$ cat config.mk
export PLATFORM = sky130hd
export DESIGN_NAME = idex_stage
export DESIGN_NICKNAME = d
export VERILOG_FILES = /design/src/rtl/pipe_pkg.sv /design/src/rtl/hazard_detect.sv /design/src/rtl/idex_stage.sv
export SDC_FILE = /design/constraint.sdc
export NUM_CORES = 1
export LEC_CHECK = 0
export ABC_AREA = 0
export CAP_MARGIN = 10
export CORE_AREA = 2 2 164 102
export DETAILED_ROUTE_END_ITERATION = 12
export DIE_AREA = 0 0 166 104
export GPL_TIMING_DRIVEN = 0
export PLACE_DENSITY = 0.89
export SLEW_MARGIN = 20
export SYNTH_ARGS = -nofsm -noshare
export SYNTH_HDL_FRONTEND = slang
export SYNTH_SLANG_ARGS = --single-unit
$ cat constraint.sdc
create_clock -name clk -period 3 [get_ports clk]
set_clock_uncertainty 0.15 [all_clocks]
set_input_delay 0.6 -clock clk [delete_from_list [all_inputs] [get_ports clk]]
set_output_delay 0.6 -clock clk [all_outputs]
set_load 0.05 [all_outputs]
$ cat src/rtl/pipe_pkg.sv
// Shared pipeline definitions for the 5-stage core: control bundle layout,
// ALU operation classes and the all-zero control word used for bubbles.
package pipe_pkg;

    // ALU operation classes decoded in ID and refined by EX
    localparam logic [1:0] ALUOP_ADD    = 2'b00;
    localparam logic [1:0] ALUOP_SUB    = 2'b01;
    localparam logic [1:0] ALUOP_FUNCT  = 2'b10;
    localparam logic [1:0] ALUOP_BRANCH = 2'b11;

    // Control bundle carried from ID into EX
    typedef struct packed {
        logic       regw;
        logic       memr;
        logic       memw;
        logic       memtoreg;
        logic       alusrc;
        logic [1:0] aluop;
    } ctrl_t;

    // Control word of an inserted bubble: no side effects anywhere downstream
    localparam ctrl_t CTRL_NOP = '{
        regw:     1'b0,
        memr:     1'b0,
        memw:     1'b0,
        memtoreg: 1'b0,
        alusrc:   1'b0,
        aluop:    ALUOP_ADD
    };

endpackage

$ cat src/rtl/hazard_detect.sv
// Load-use hazard detector: flags an instruction in ID that reads the
// destination of a load currently sitting in ID/EX. Purely combinational.
// x0 never matches, and operands the instruction does not read are ignored.
module hazard_detect #(
    parameter int RA = 5
) (
    input  logic          idex_valid,
    input  logic          idex_memr,
    input  logic [RA-1:0] idex_rd,
    input  logic          id_valid,
    input  logic [RA-1:0] id_rs1,
    input  logic [RA-1:0] id_rs2,
    input  logic          id_use_rs1,
    input  logic          id_use_rs2,
    output logic          lu
);

    logic load_in_ex;
    logic rs1_hit;
    logic rs2_hit;

    // A store whose rs2 matches still counts: MEM has no store-data forwarding
    assign load_in_ex = idex_valid & idex_memr & (idex_rd != '0);
    assign rs1_hit    = id_use_rs1 & (idex_rd == id_rs1);
    assign rs2_hit    = id_use_rs2 & (idex_rd == id_rs2);
    assign lu         = load_in_ex & id_valid & (rs1_hit | rs2_hit);

endmodule

$ cat src/rtl/idex_stage.sv
// ID/EX pipeline register with load-use stall and single-bubble insertion.
// Edge priority: rst > flush_ex > ex_hold > load-use > normal capture.
// Optional feature: define IDEX_STALL_CNT_EN to add the 32-bit saturating
// stall_cnt output counting load-use bubbles.
module idex_stage
    import pipe_pkg::*;
#(
    parameter int XLEN = 32,
    parameter int RA   = 5
) (
    input  logic            clk,
    input  logic            rst,
    input  logic            id_valid,
    input  logic [RA-1:0]   id_rs1,
    input  logic [RA-1:0]   id_rs2,
    input  logic [RA-1:0]   id_rd,
    input  logic            id_use_rs1,
    input  logic            id_use_rs2,
    input  logic [XLEN-1:0] id_rs1_data,
    input  logic [XLEN-1:0] id_rs2_data,
    input  logic [XLEN-1:0] id_imm,
    input  logic [XLEN-1:0] id_pc,
    input  logic            id_regw,
    input  logic            id_memr,
    input  logic            id_memw,
    input  logic            id_memtoreg,
    input  logic            id_alusrc,
    input  logic [1:0]      id_aluop,
    input  logic            flush_ex,
    input  logic            ex_hold,
    output logic            idex_valid,
    output logic [RA-1:0]   idex_rs1,
    output logic [RA-1:0]   idex_rs2,
    output logic [RA-1:0]   idex_rd,
    output logic [XLEN-1:0] idex_rs1_data,
    output logic [XLEN-1:0] idex_rs2_data,
    output logic [XLEN-1:0] idex_imm,
    output logic [XLEN-1:0] idex_pc,
    output logic            idex_regw,
    output logic            idex_memr,
    output logic            idex_memw,
    output logic            idex_memtoreg,
    output logic            idex_alusrc,
    output logic [1:0]      idex_aluop,
    output logic            stall,
    output logic            bubble
`ifdef IDEX_STALL_CNT_EN
    ,
    output logic [31:0]     stall_cnt
`endif
);

    ctrl_t id_ctrl;
    ctrl_t ctrl_q;
    logic  lu;
    logic  take_bubble;
    logic  lu_bubble;

    assign id_ctrl = '{
        regw:     id_regw,
        memr:     id_memr,
        memw:     id_memw,
        memtoreg: id_memtoreg,
        alusrc:   id_alusrc,
        aluop:    id_aluop
    };

    hazard_detect #(.RA(RA)) u_hazard_detect (
        .idex_valid (idex_valid),
        .idex_memr  (ctrl_q.memr),
        .idex_rd    (idex_rd),
        .id_valid   (id_valid),
        .id_rs1     (id_rs1),
        .id_rs2     (id_rs2),
        .id_use_rs1 (id_use_rs1),
        .id_use_rs2 (id_use_rs2),
        .lu         (lu)
    );

    // A flush always wins, so the wrong-path instruction in ID is never held
    assign stall = ~flush_ex & (ex_hold | lu);

    // Load-use bubble proper (what stall_cnt counts)
    assign lu_bubble = ~flush_ex & ~ex_hold & lu;

    // Any edge that leaves an empty slot in ID/EX: flush, load-use, or an
    // empty ID when not held. All of these share the zeroed bubble image.
    assign take_bubble = flush_ex | (~ex_hold & (lu | ~id_valid));

    // ID/EX register: reset, bubble load, hold, or capture of a valid ID slot
    always_ff @(posedge clk) begin
        // NOTE: non-blocking (<=) in clocked blocks so every register samples pre-edge values.
        if (rst) begin
            idex_valid    <= 1'b0;
            idex_rs1      <= '0;
            idex_rs2      <= '0;
            idex_rd       <= '0;
            idex_rs1_data <= '0;
            idex_rs2_data <= '0;
            idex_imm      <= '0;
            idex_pc       <= '0;
            ctrl_q        <= CTRL_NOP;
            bubble        <= 1'b0;
        end else if (take_bubble) begin
            idex_valid    <= 1'b0;
            idex_rs1      <= '0;
            idex_rs2      <= '0;
            idex_rd       <= '0;
            idex_rs1_data <= '0;
            idex_rs2_data <= '0;
            idex_imm      <= '0;
            idex_pc       <= '0;
            ctrl_q        <= CTRL_NOP;
            bubble        <= 1'b1;
        end else if (!ex_hold) begin
            // id_valid is known to be 1 here, so control needs no extra gating
            idex_valid    <= 1'b1;
            idex_rs1      <= id_rs1;
            idex_rs2      <= id_rs2;
            idex_rd       <= id_rd;
            idex_rs1_data <= id_rs1_data;
            idex_rs2_data <= id_rs2_data;
            idex_imm      <= id_imm;
            idex_pc       <= id_pc;
            ctrl_q        <= id_ctrl;
            bubble        <= 1'b0;
        end
    end

    assign idex_regw     = ctrl_q.regw;
    assign idex_memr     = ctrl_q.memr;
    assign idex_memw     = ctrl_q.memw;
    assign idex_memtoreg = ctrl_q.memtoreg;
    assign idex_alusrc   = ctrl_q.alusrc;
    assign idex_aluop    = ctrl_q.aluop;

`ifdef IDEX_STALL_CNT_EN
    // Saturating count of load-use bubbles
    always_ff @(posedge clk) begin
        if (rst) begin
            stall_cnt <= '0;
        end else if (lu_bubble && (stall_cnt != 32'hFFFF_FFFF)) begin
            stall_cnt <= stall_cnt + 32'd1;
        end
    end
`else
    logic unused_lu_bubble;
    assign unused_lu_bubble = lu_bubble;
`endif

endmodule

==> results of run 1 <==
-- flip-flops by register name, summed over array words and instances, names as in the netlist --
name / cells
idex_rd: 5
idex_valid: 1
idex_pc: 32
bubble: 1
idex_rs2: 5
idex_rs1_data: 32
idex_memr: 1
idex_aluop: 2
idex_memw: 1
idex_rs2_data: 32
idex_alusrc: 1
idex_regw: 1
idex_rs1: 5
idex_memtoreg: 1
idex_imm: 32
-- synth_stat cells (all sizes together) --
master  number
nand4        2
xnor2       10
o211ai       1
a21oi        3
nand3        1
o22ai        1
nand2b       1
inv          1
clkbuf      28
nor2         3
a311oi       1
and3       151
dfxtp      152
nor3         1
buf         21
mux2       150
nand2        4
-- through the flow --
| stage | power, mW | hold slack [ps] | TNS (ps) | setup slack, ps | instance area [sq um] |
|---|---|---|---|---|---|
| floorplan | 2.67 | 522 | 0 | 279 | 6160 |
| global placement | 3.06 | 338 | -451 | -451 | 9510 |
| detailed placement | 3.07 | 373 | -505 | -505 | 9510 |
| CTS | 5.18 | 381 | 0 | 36.0 | 10100 |
| global route | 5.32 | 399 | 0 | 7.77 | 10100 |
| finish | 5.12 | 378 | 0 | 20.5 | 10100 |
-- tightest hold or removal path: stages, from the launching register on --
cell and delay [ps]:
dfxtp_1 310, nor2_1 100, a311oi_1 60
-- kinds of logic (layout without fill, tap and decap cells) --
family | Yosys count | count (layout)
and+or+nand+nor | 163 | 163
muxes | 150 | 150
AOI/OAI and AO/OA | 6 | 6
xor gates and xnor gates | 10 | 10
DFF | 152 | 152
buffers and inverters | 50 | 390
-- layout make-up --
type / count / area share
Timing Repair Buffer: 308 / 0.306
Sequential cell: 152 / 0.302
Multi-Input combinational cell: 329 / 0.281
Clock buffer: 19 / 0.0439
Buffer: 49 / 0.0276
Tap cell: 209 / 0.0259
Clock inverter: 13 / 0.0133
Inverter: 1 / 0.000372
-- final timing paths --
check / end / slack (ps)
worst max-delay path: stall / 20
worst min-delay path: bubble$_SDFFE_PP0P_ / 380
worst max register to register: idex_rs1_data[0]$_SDFFE_PP0N_ / 1000
worst min register to register: bubble$_SDFFE_PP0P_ / 380
-- metal layers --
layer | vias up | GRT usage
met4 | 0 | 0.0578
met1 | 2400 | 0.267
met3 | 17 | 0.0674
li1 | 2545 | -
met2 | 187 | 0.348
met5 | - | 0
-- power groups by stage --
stage	Combinational [mW]	Sequential [mW]	Clock, mW
floorplan	0.264	2.40	0
global placement	0.893	2.16	0
detailed placement	0.903	2.17	0
CTS	0.906	2.12	2.15
global route	0.951	2.13	2.24
finish	0.903	2.12	2.10
==> metrics.cfg, run 1 <==
[sta]
slew_violations=0
min_period_ps=2980
fmax_mhz=336
tightest_slew_ps=587
maxSlewHeadroom=0.608
hold_violations=0
setup_violations=0
period_share=0.993
rsz0062_at_grt=no

[grt]
overflow=0
grt_pass1_wl_um=29100
grt_max_degree=17
grt_pass1_vias=5349
grtUsageTotal=0.211
antenna_found_initial=0

[synthesis]
synth_top_cells_by_area=dfxtp_1, mux2_2, and3_1
synth.area.mux_share=0.274
synthCells=531
synth_top_family_by_area=multiplexers
yosys.area_share.simple=0.162
ys_seq_area_frac=0.494
synthXorXnorAreaFrac=0.0142
synth_cell_types=20
yosys_warnings=0
synth-compound-area-share=0.00995
synth_top_area_share=0.494
synthAdderAreaFrac=0
avgSynthCellArea_sq_um=11.6
synth_area_leader_cell=dfxtp_1
ys_seq_elements=152
syn_area_sq_mm=0.00616
synth_fp_nets=688

[critical_path]
critPathArrivalTime_ps=2230
start_kind=input port
crit_start=id_rs1[3]
critPathBufInv=2
critical-path-slowest-cell=clkdlybuf4s50_1
crit_path_cell_trace=clkdlybuf4s50_1 -> xnor2_1 -> nand4_1 -> o22ai_2 -> a21oi_1 -> nor2_1 -> clkbuf_4
required_ps=2250
end_kind=output port
cpPeakStageDelay_ps=540
cp_top_family=buffers and inverters
reg2regPathDepth=7
timing_worst_setup_path_type=input port to output port
crit_fanout=2
reg2reg_from=idex_rd[3]$_SDFFE_PP0N_
cp.depth=7

[power_and_ir_drop]
seq_power_share=0.414
swShare=0.270
cellPowerDensity_mw_per_mm2=508
combPwrFrac=0.176
leakagePower_nw=4.43
cellInternalPower_mw=3.74
peakVddDrop_v=0.000338
power.clock.fraction=0.409
switchingPower_mw=1.38

[clock_network]
htreeDepth=4
clkSlewWorstSetupHoldPaths_ps=60
root_buffer=clkbuf_16
cts_buffers=17
cts_tree=built
insertion_delay_ps=400
cts_sinks=152
hold_buffers=0
cts_resized=5
cts_max_path_buffers=2
postCtsSetupBuffers=0

[layout]
mostFrequentLayoutCells=clkdlybuf4s50_1, dfxtp_1, and3_1
layout_commonest_cell=clkdlybuf4s50_1
regArea_sq_mm=0.00304
nets=1015
final_cells=1080
fillers=1285
multiInputGateArea_sq_mm=0.00284
post-route-util=0.638
drive_gt1_frac=0.237
syn_to_final_growth_pct=63.6
diodes=0

[hold_path]
hp-class=flip-flop to flip-flop
hold-path-cell-count=2
min-delay-start=bubble$_SDFFE_PP0P_

[floorplanning]
die_area_sq_mm=0.0173
core_sq_mm=0.0158
die_y_um=104
ios=310
row_count=36
die_x_um=166
initial_core_util=0.390

[outcome]
status=complete, no violations

[routing]
post-route-drc-count=0
wl_met2_um=8580
routed_wl_um=18600
wl_per_cell_um=17.3
highest_layer=met4
wl_met1_um=8500
dr_total_vias=5149
wl_met3_um=1330
drt_pre_antenna_iters=4
ant_nets=0
drt_iter0_markers=233
vias_per_cell=4.77

[place]
gp_congestion=0.825
hpwl_um=14200
io_buffer_count=308
dp_cells=1048

[run]
maxCapViolCount=0

No activity file was read; power rests on OpenSTA's default activity.
==> run 2, diff against run 1 <==
--- a/config.mk
+++ b/config.mk
@@ -10,6 +10,7 @@
 export CORE_AREA = 2 2 164 102
 export DETAILED_ROUTE_END_ITERATION = 12
 export DIE_AREA = 0 0 166 104
+export GPL_ROUTABILITY_DRIVEN = 0
 export GPL_TIMING_DRIVEN = 0
 export PLACE_DENSITY = 0.89
 export SLEW_MARGIN = 20
==> constraint.sdc (replaced) <==
create_clock -name clk -period 3 [get_ports clk]
set_clock_uncertainty 0.15 [all_clocks]
set_input_delay 0.45 -clock clk [delete_from_list [all_inputs] [get_ports clk]]
set_output_delay 0.45 -clock clk [all_outputs]
set_load 0.05 [all_outputs]
==> run 2 against run 1 <==
  * Power about the same
  * Maximum frequency increased by 0.74%
  * First-iteration DRC count stayed put
  * Critical path depth unchanged
  * Routed wire length is essentially flat
  * Global-route usage did not move
  * Worst hold slack better by 1.8 ps
  * Sequential cell count stayed put
  * Via count down 0.25%
  * Setup slack better by 22 ps
  * Final cell count unchanged
  * Sequential power is essentially flat
==> metrics.cfg, run 2 (same netlist as run 1, synthesis figures left out) <==
[routing]
ant_nets=0  ; unchanged
vias_per_cell=4.76  ; -0.25%
drt_pre_antenna_iters=4  ; unchanged
drt_iter0_markers=233  ; unchanged
wl_per_cell_um=17.3  ; about the same
dr_total_vias=5136  ; -0.25%
routed_wl_um=18600  ; about the same
post-route-drc-count=0  ; unchanged

[floorplanning]
row_count=36  ; unchanged
core_sq_mm=0.0158  ; unchanged
die_area_sq_mm=0.0173  ; unchanged
die_x_um=166  ; unchanged
initial_core_util=0.390  ; unchanged
ios=310  ; unchanged
die_y_um=104  ; unchanged

[place]
dp_cells=1048  ; unchanged
hpwl_um=14200  ; unchanged
io_buffer_count=308  ; unchanged

[power_and_ir_drop]
peakVddDrop_v=0.000338  ; about the same
cellPowerDensity_mw_per_mm2=508  ; about the same
leakagePower_nw=4.43  ; about the same

[critical_path]
crit_fanout=2  ; unchanged
end_kind=output port
critical-path-slowest-cell=clkdlybuf4s50_1
crit_path_cell_trace=clkdlybuf4s50_1 -> xnor2_1 -> nand4_1 -> o22ai_2 -> a21oi_1 -> nor2_1 -> dlygate4sd2_1
start_kind=input port
required_ps=2400  ; +150 ps
ff2ff_setup_slack_ps=1000  ; about the same
timing_worst_setup_path_type=input port to output port
cpPeakStageDelay_ps=540  ; about the same
critPathArrivalTime_ps=2360  ; +130 ps

[sta]
fmax_mhz=338  ; +0.74%
setup_violations=0  ; unchanged
min_period_ps=2960  ; -21.9 ps
hold_slack_ps=380  ; +1.80 ps
tightest_slew_ps=596  ; +8.45 ps
maxSlewHeadroom=0.603  ; -0.00563
hold_violations=0  ; unchanged
slew_violations=0  ; unchanged
period_share=0.986  ; -0.00731
rsz0062_at_grt=no

[grt]
overflow=0  ; unchanged
grt_max_degree=17  ; unchanged
grtUsageTotal=0.211  ; unchanged
grt_pass1_wl_um=29100  ; unchanged
grt_pass1_vias=5349  ; unchanged
antenna_found_initial=0  ; unchanged

[outcome]
status=complete, no violations

[layout]
drive_gt1_frac=0.235  ; -0.00115
layout_commonest_cell=clkdlybuf4s50_1
diodes=0  ; unchanged
mostFrequentLayoutCells=clkdlybuf4s50_1, dfxtp_1, and3_1
fillers=1285  ; unchanged
final_cells=1080  ; unchanged
syn_to_final_growth_pct=63.6  ; about the same
nets=1015  ; unchanged
regArea_sq_mm=0.00304  ; unchanged
multiInputGateArea_sq_mm=0.00284  ; unchanged

[clock_network]
clkSlewWorstSetupHoldPaths_ps=60  ; about the same
root_buffer=clkbuf_16
cts_max_path_buffers=2  ; unchanged
cts_buffers=17  ; unchanged
insertion_delay_ps=400  ; about the same
cts_tree=built
htreeDepth=4  ; unchanged
cts_sinks=152  ; unchanged

[run]
maxCapViolCount=0  ; unchanged

[hold_path]
hp-class=flip-flop to flip-flop

-- run 2: changes by cell type in the layout (fill, tap and decap cells not counted), sizes merged --
cell | previous run | this run
clkbuf | 48 | 47
dlygate4sd2 | 0 | 1
-- run 2: power by group --
| group | total [mW] | leakage [nW] | internal [mW] | switching (mW) |
|---|---|---|---|---|
| logic | 0.903 | 2.92 | 0.465 | 0.438 |
| registers | 2.12 | 1.24 | 2.09 | 0.0365 |
| clock network | 2.10 | 0.274 | 1.19 | 0.907 |
-- run 2: worst paths after layout --
kind                                              start                             to  depth (start not counted)
worst max-delay path                          id_rs1[3]                          stall                          7
worst min-delay path                bubble$_SDFFE_PP0P_            bubble$_SDFFE_PP0P_                          2
worst min register to register      bubble$_SDFFE_PP0P_            bubble$_SDFFE_PP0P_                          2
worst max register to register  idex_rd[3]$_SDFFE_PP0N_  idex_rs1_data[0]$_SDFFE_PP0N_                          7
-- run 2: cell type report --
cell class              count  area share
plain buffers              49      0.0276
clock buffers              19      0.0439
clock inverters            13      0.0133
inverters                   1    0.000372
multi-input cells         329       0.281
flip-flops and latches    152       0.302
well taps                 209      0.0259
repair buffers            308       0.306
-- run 2: metrics by stage --
step | power (mW) | util | setup TNS, ps | area (sq um) | setup slack, ps
2_1_floorplan | 2.67 | - | 0 | 6160 | 429
3_3_place_gp | 3.06 | 0.601 | -151 | 9510 | -151
3_5_place_dp | 3.07 | 0.601 | -205 | 9510 | -205
6_report | 5.12 | 0.638 | 0 | 10100 | 42.4
5_1_grt | 5.32 | 0.638 | 0 | 10100 | 13.3
4_1_cts | 5.18 | 0.638 | 0 | 10100 | 74.8
-- run 2: what timing repair did --
item / 4_1_cts / 5_1_grt
resized for setup: 1 / 0
hold endpoints to repair: 0 / 0
hold buffers: 0 / 0
setup buffers: 0 / 0
endpoints found under the setup margin: 1 / 0
-- run 2: critical path: cells and delay by family --
kind,cells,cell delay [ps]
buffers and inverters,2,1080
AOI/OAI and AO/OA,2,400
and+or+nand+nor,2,290
xor gates and xnor gates,1,140
-- run 2: layer usage --
| layer | share of wire | vias up | global-route usage |
|---|---|---|---|
| met5 | 0 | - | 0 |
| met4 | 0.012 | 0 | 0.0578 |
| met3 | 0.072 | 15 | 0.0674 |
| met2 | 0.46 | 183 | 0.348 |
| met1 | 0.46 | 2393 | 0.267 |
| li1 | - | 2545 | - |
==> run 3, diff against run 2 <==
--- a/config.mk
+++ b/config.mk
@@ -13,6 +13,7 @@
 export GPL_ROUTABILITY_DRIVEN = 0
 export GPL_TIMING_DRIVEN = 0
 export PLACE_DENSITY = 0.89
+export REMOVE_ABC_BUFFERS = 1
 export SLEW_MARGIN = 20
 export SYNTH_ARGS = -nofsm -noshare
 export SYNTH_HDL_FRONTEND = slang
==> run 3 against run 2 <==
  * Final cell count down 3.6%
  * Sequential share of layout area unchanged
  * Critical path depth unchanged
  * Worst hold slack better by 17 ps
  * First-iteration DRC count up 2.6%
  * Sequential cell count unchanged
  * Clock power about the same
  * Core utilization unchanged
  * Critical path type is now input port to flip-flop
  * Largest cell class unchanged
  * Highest routed layer unchanged
==> metrics.cfg, run 3 (same netlist as run 1, synthesis figures left out) <==
[grt]
grt_pass1_wl_um=27500  ; -5.3%
grt_max_degree=86  ; +69
grt_pass1_vias=5101  ; -4.6%
grtUsageTotal=0.197  ; -0.0146
antenna_found_initial=0  ; unchanged
overflow=0  ; unchanged

[routing]
drt_iter0_markers=239  ; +2.6%
post-route-drc-count=0  ; unchanged
routed_wl_um=17500  ; -6.0%
ant_nets=0  ; unchanged
drt_pre_antenna_iters=4  ; unchanged
dr_total_vias=4993  ; -2.8%
vias_per_cell=4.80  ; +0.86%
wl_per_cell_um=16.8  ; -2.5%

[layout]
post-route-util=0.638  ; unchanged
fillers=1248  ; -2.9%
syn_to_final_growth_pct=63.6  ; unchanged
layout_commonest_cell=clkdlybuf4s50_1
mostFrequentLayoutCells=clkdlybuf4s50_1, dfxtp_1, and3_1
multiInputGateArea_sq_mm=0.00285  ; +0.26%
nets=977  ; -3.7%
drive_gt1_frac=0.234  ; -0.000987
regArea_sq_mm=0.00304  ; unchanged
diodes=0  ; unchanged

[floorplanning]
die_area_sq_mm=0.0173  ; unchanged
ios=310  ; unchanged
core_sq_mm=0.0158  ; unchanged
row_count=36  ; unchanged
initial_core_util=0.390  ; unchanged
die_x_um=166  ; unchanged
die_y_um=104  ; unchanged

[clock_network]
cts_sinks=152  ; unchanged
clkSlewWorstSetupHoldPaths_ps=70  ; about the same
htreeDepth=4  ; unchanged
cts_tree=built
postCtsSetupBuffers=0  ; unchanged
cts_resized=1  ; unchanged
cts_max_path_buffers=2  ; unchanged
cts_buffers=17  ; unchanged
hold_buffers=0  ; unchanged
insertion_delay_ps=410  ; about the same
root_buffer=clkbuf_16

[outcome]
status=complete, no violations

[critical_path]
crit_path_cell_trace=buf_8 -> buf_16 -> nand2_1 -> a21oi_4 -> buf_16 -> buf_16 -> and3_1
critPathArrivalTime_ps=2880  ; +520 ps
timing_worst_setup_path_type=input port to flip-flop
end_kind=flip-flop
crit_fanout=85  ; +83
cpPeakStageDelay_ps=700  ; +160 ps
path_common_cell=buf_16
critical-path-slowest-cell=a21oi_4
required_ps=3190  ; +790 ps
start_kind=input port

[sta]
maxSlewHeadroom=0.474  ; -0.129
setup_tns_ps=0  ; unchanged
period_share=0.895  ; -0.0907
tightest_slew_ps=787  ; +191 ps
setup_violations=0  ; unchanged
slew_violations=0  ; unchanged
rsz0062_at_grt=no
worst_slack_ps=314  ; +272 ps
fmax_mhz=372  ; +10%
min_period_ps=2690  ; -272 ps
hold_violations=0  ; unchanged

[power_and_ir_drop]
leakagePower_nw=4.42  ; -0.30%
peakVddDrop_v=0.000285  ; -16%
cellPowerDensity_mw_per_mm2=511  ; +0.64%
total_power_mw=5.16  ; +0.64%

[place]
io_buffer_count=309  ; +0.32%
dpl_worst_slack_ps=-184  ; +21.3 ps
hpwl_um=12800  ; -9.8%

[run]
maxCapViolCount=0  ; unchanged

[hold_path]
hp-class=flip-flop to flip-flop

[run 3: cell type report]
| class | instances | share of cell area |
|---|---|---|
| Inverter | 1 | 0.000372 |
| Timing Repair Buffer | 319 | 0.332 |
| Clock inverter | 12 | 0.0141 |
| Tap cell | 209 | 0.0259 |
| Sequential cell | 152 | 0.302 |
| Multi-Input combinational cell | 329 | 0.282 |
| Clock buffer | 19 | 0.0439 |
[run 3: through the flow]
step / area (sq um) / instances / hold slack, ps
6_report: 10100 / 1041 / 397
5_1_grt: 10100 / 1041 / 448
4_1_cts: 10100 / 1041 / 395
3_5_place_dp: 9500 / 1010 / 386
3_3_place_gp: 9240 / 1000 / 342
2_1_floorplan: 5880 / 482 / 372
[run 3: layer usage]
metal	vias up	part of all wire	routed length (um)	global-route usage
met5	-	0	0	0
li1	2461	-	-	-
met2	172	0.48	8450	0.341
met4	0	0.0092	162	0.0460
met3	15	0.086	1510	0.0738
met1	2345	0.42	7400	0.231
[run 3: path summary, 6_finish.rpt]
path,from,end,slack (ps),cells after the start
setup / recovery,ex_hold,idex_imm[23]$_SDFFE_PP0N_,310,7
setup reg to reg,idex_rd[1]$_SDFFE_PP0N_,idex_rs1_data[20]$_SDFFE_PP0N_,760,8
hold reg to reg,bubble$_SDFFE_PP0P_,bubble$_SDFFE_PP0P_,400,2
hold / removal,bubble$_SDFFE_PP0P_,bubble$_SDFFE_PP0P_,400,2
[run 3: critical path, delay by kind of cell]
kind,cells,cell delay (ps)
buffers and inverters,4,1190
AO/OA/AOI/OAI,1,700
AND/OR/NAND/NOR,2,450
[run 3: where the power goes]
group / switching, mW / total (mW) / internal (mW) / leakage [nW]
clock network: 0.877 / 2.13 / 1.26 / 0.273
registers: 0.0344 / 2.12 / 2.09 / 1.24
logic: 0.428 / 0.901 / 0.473 / 2.90
total: 1.34 / 5.16 / 3.82 / 4.42
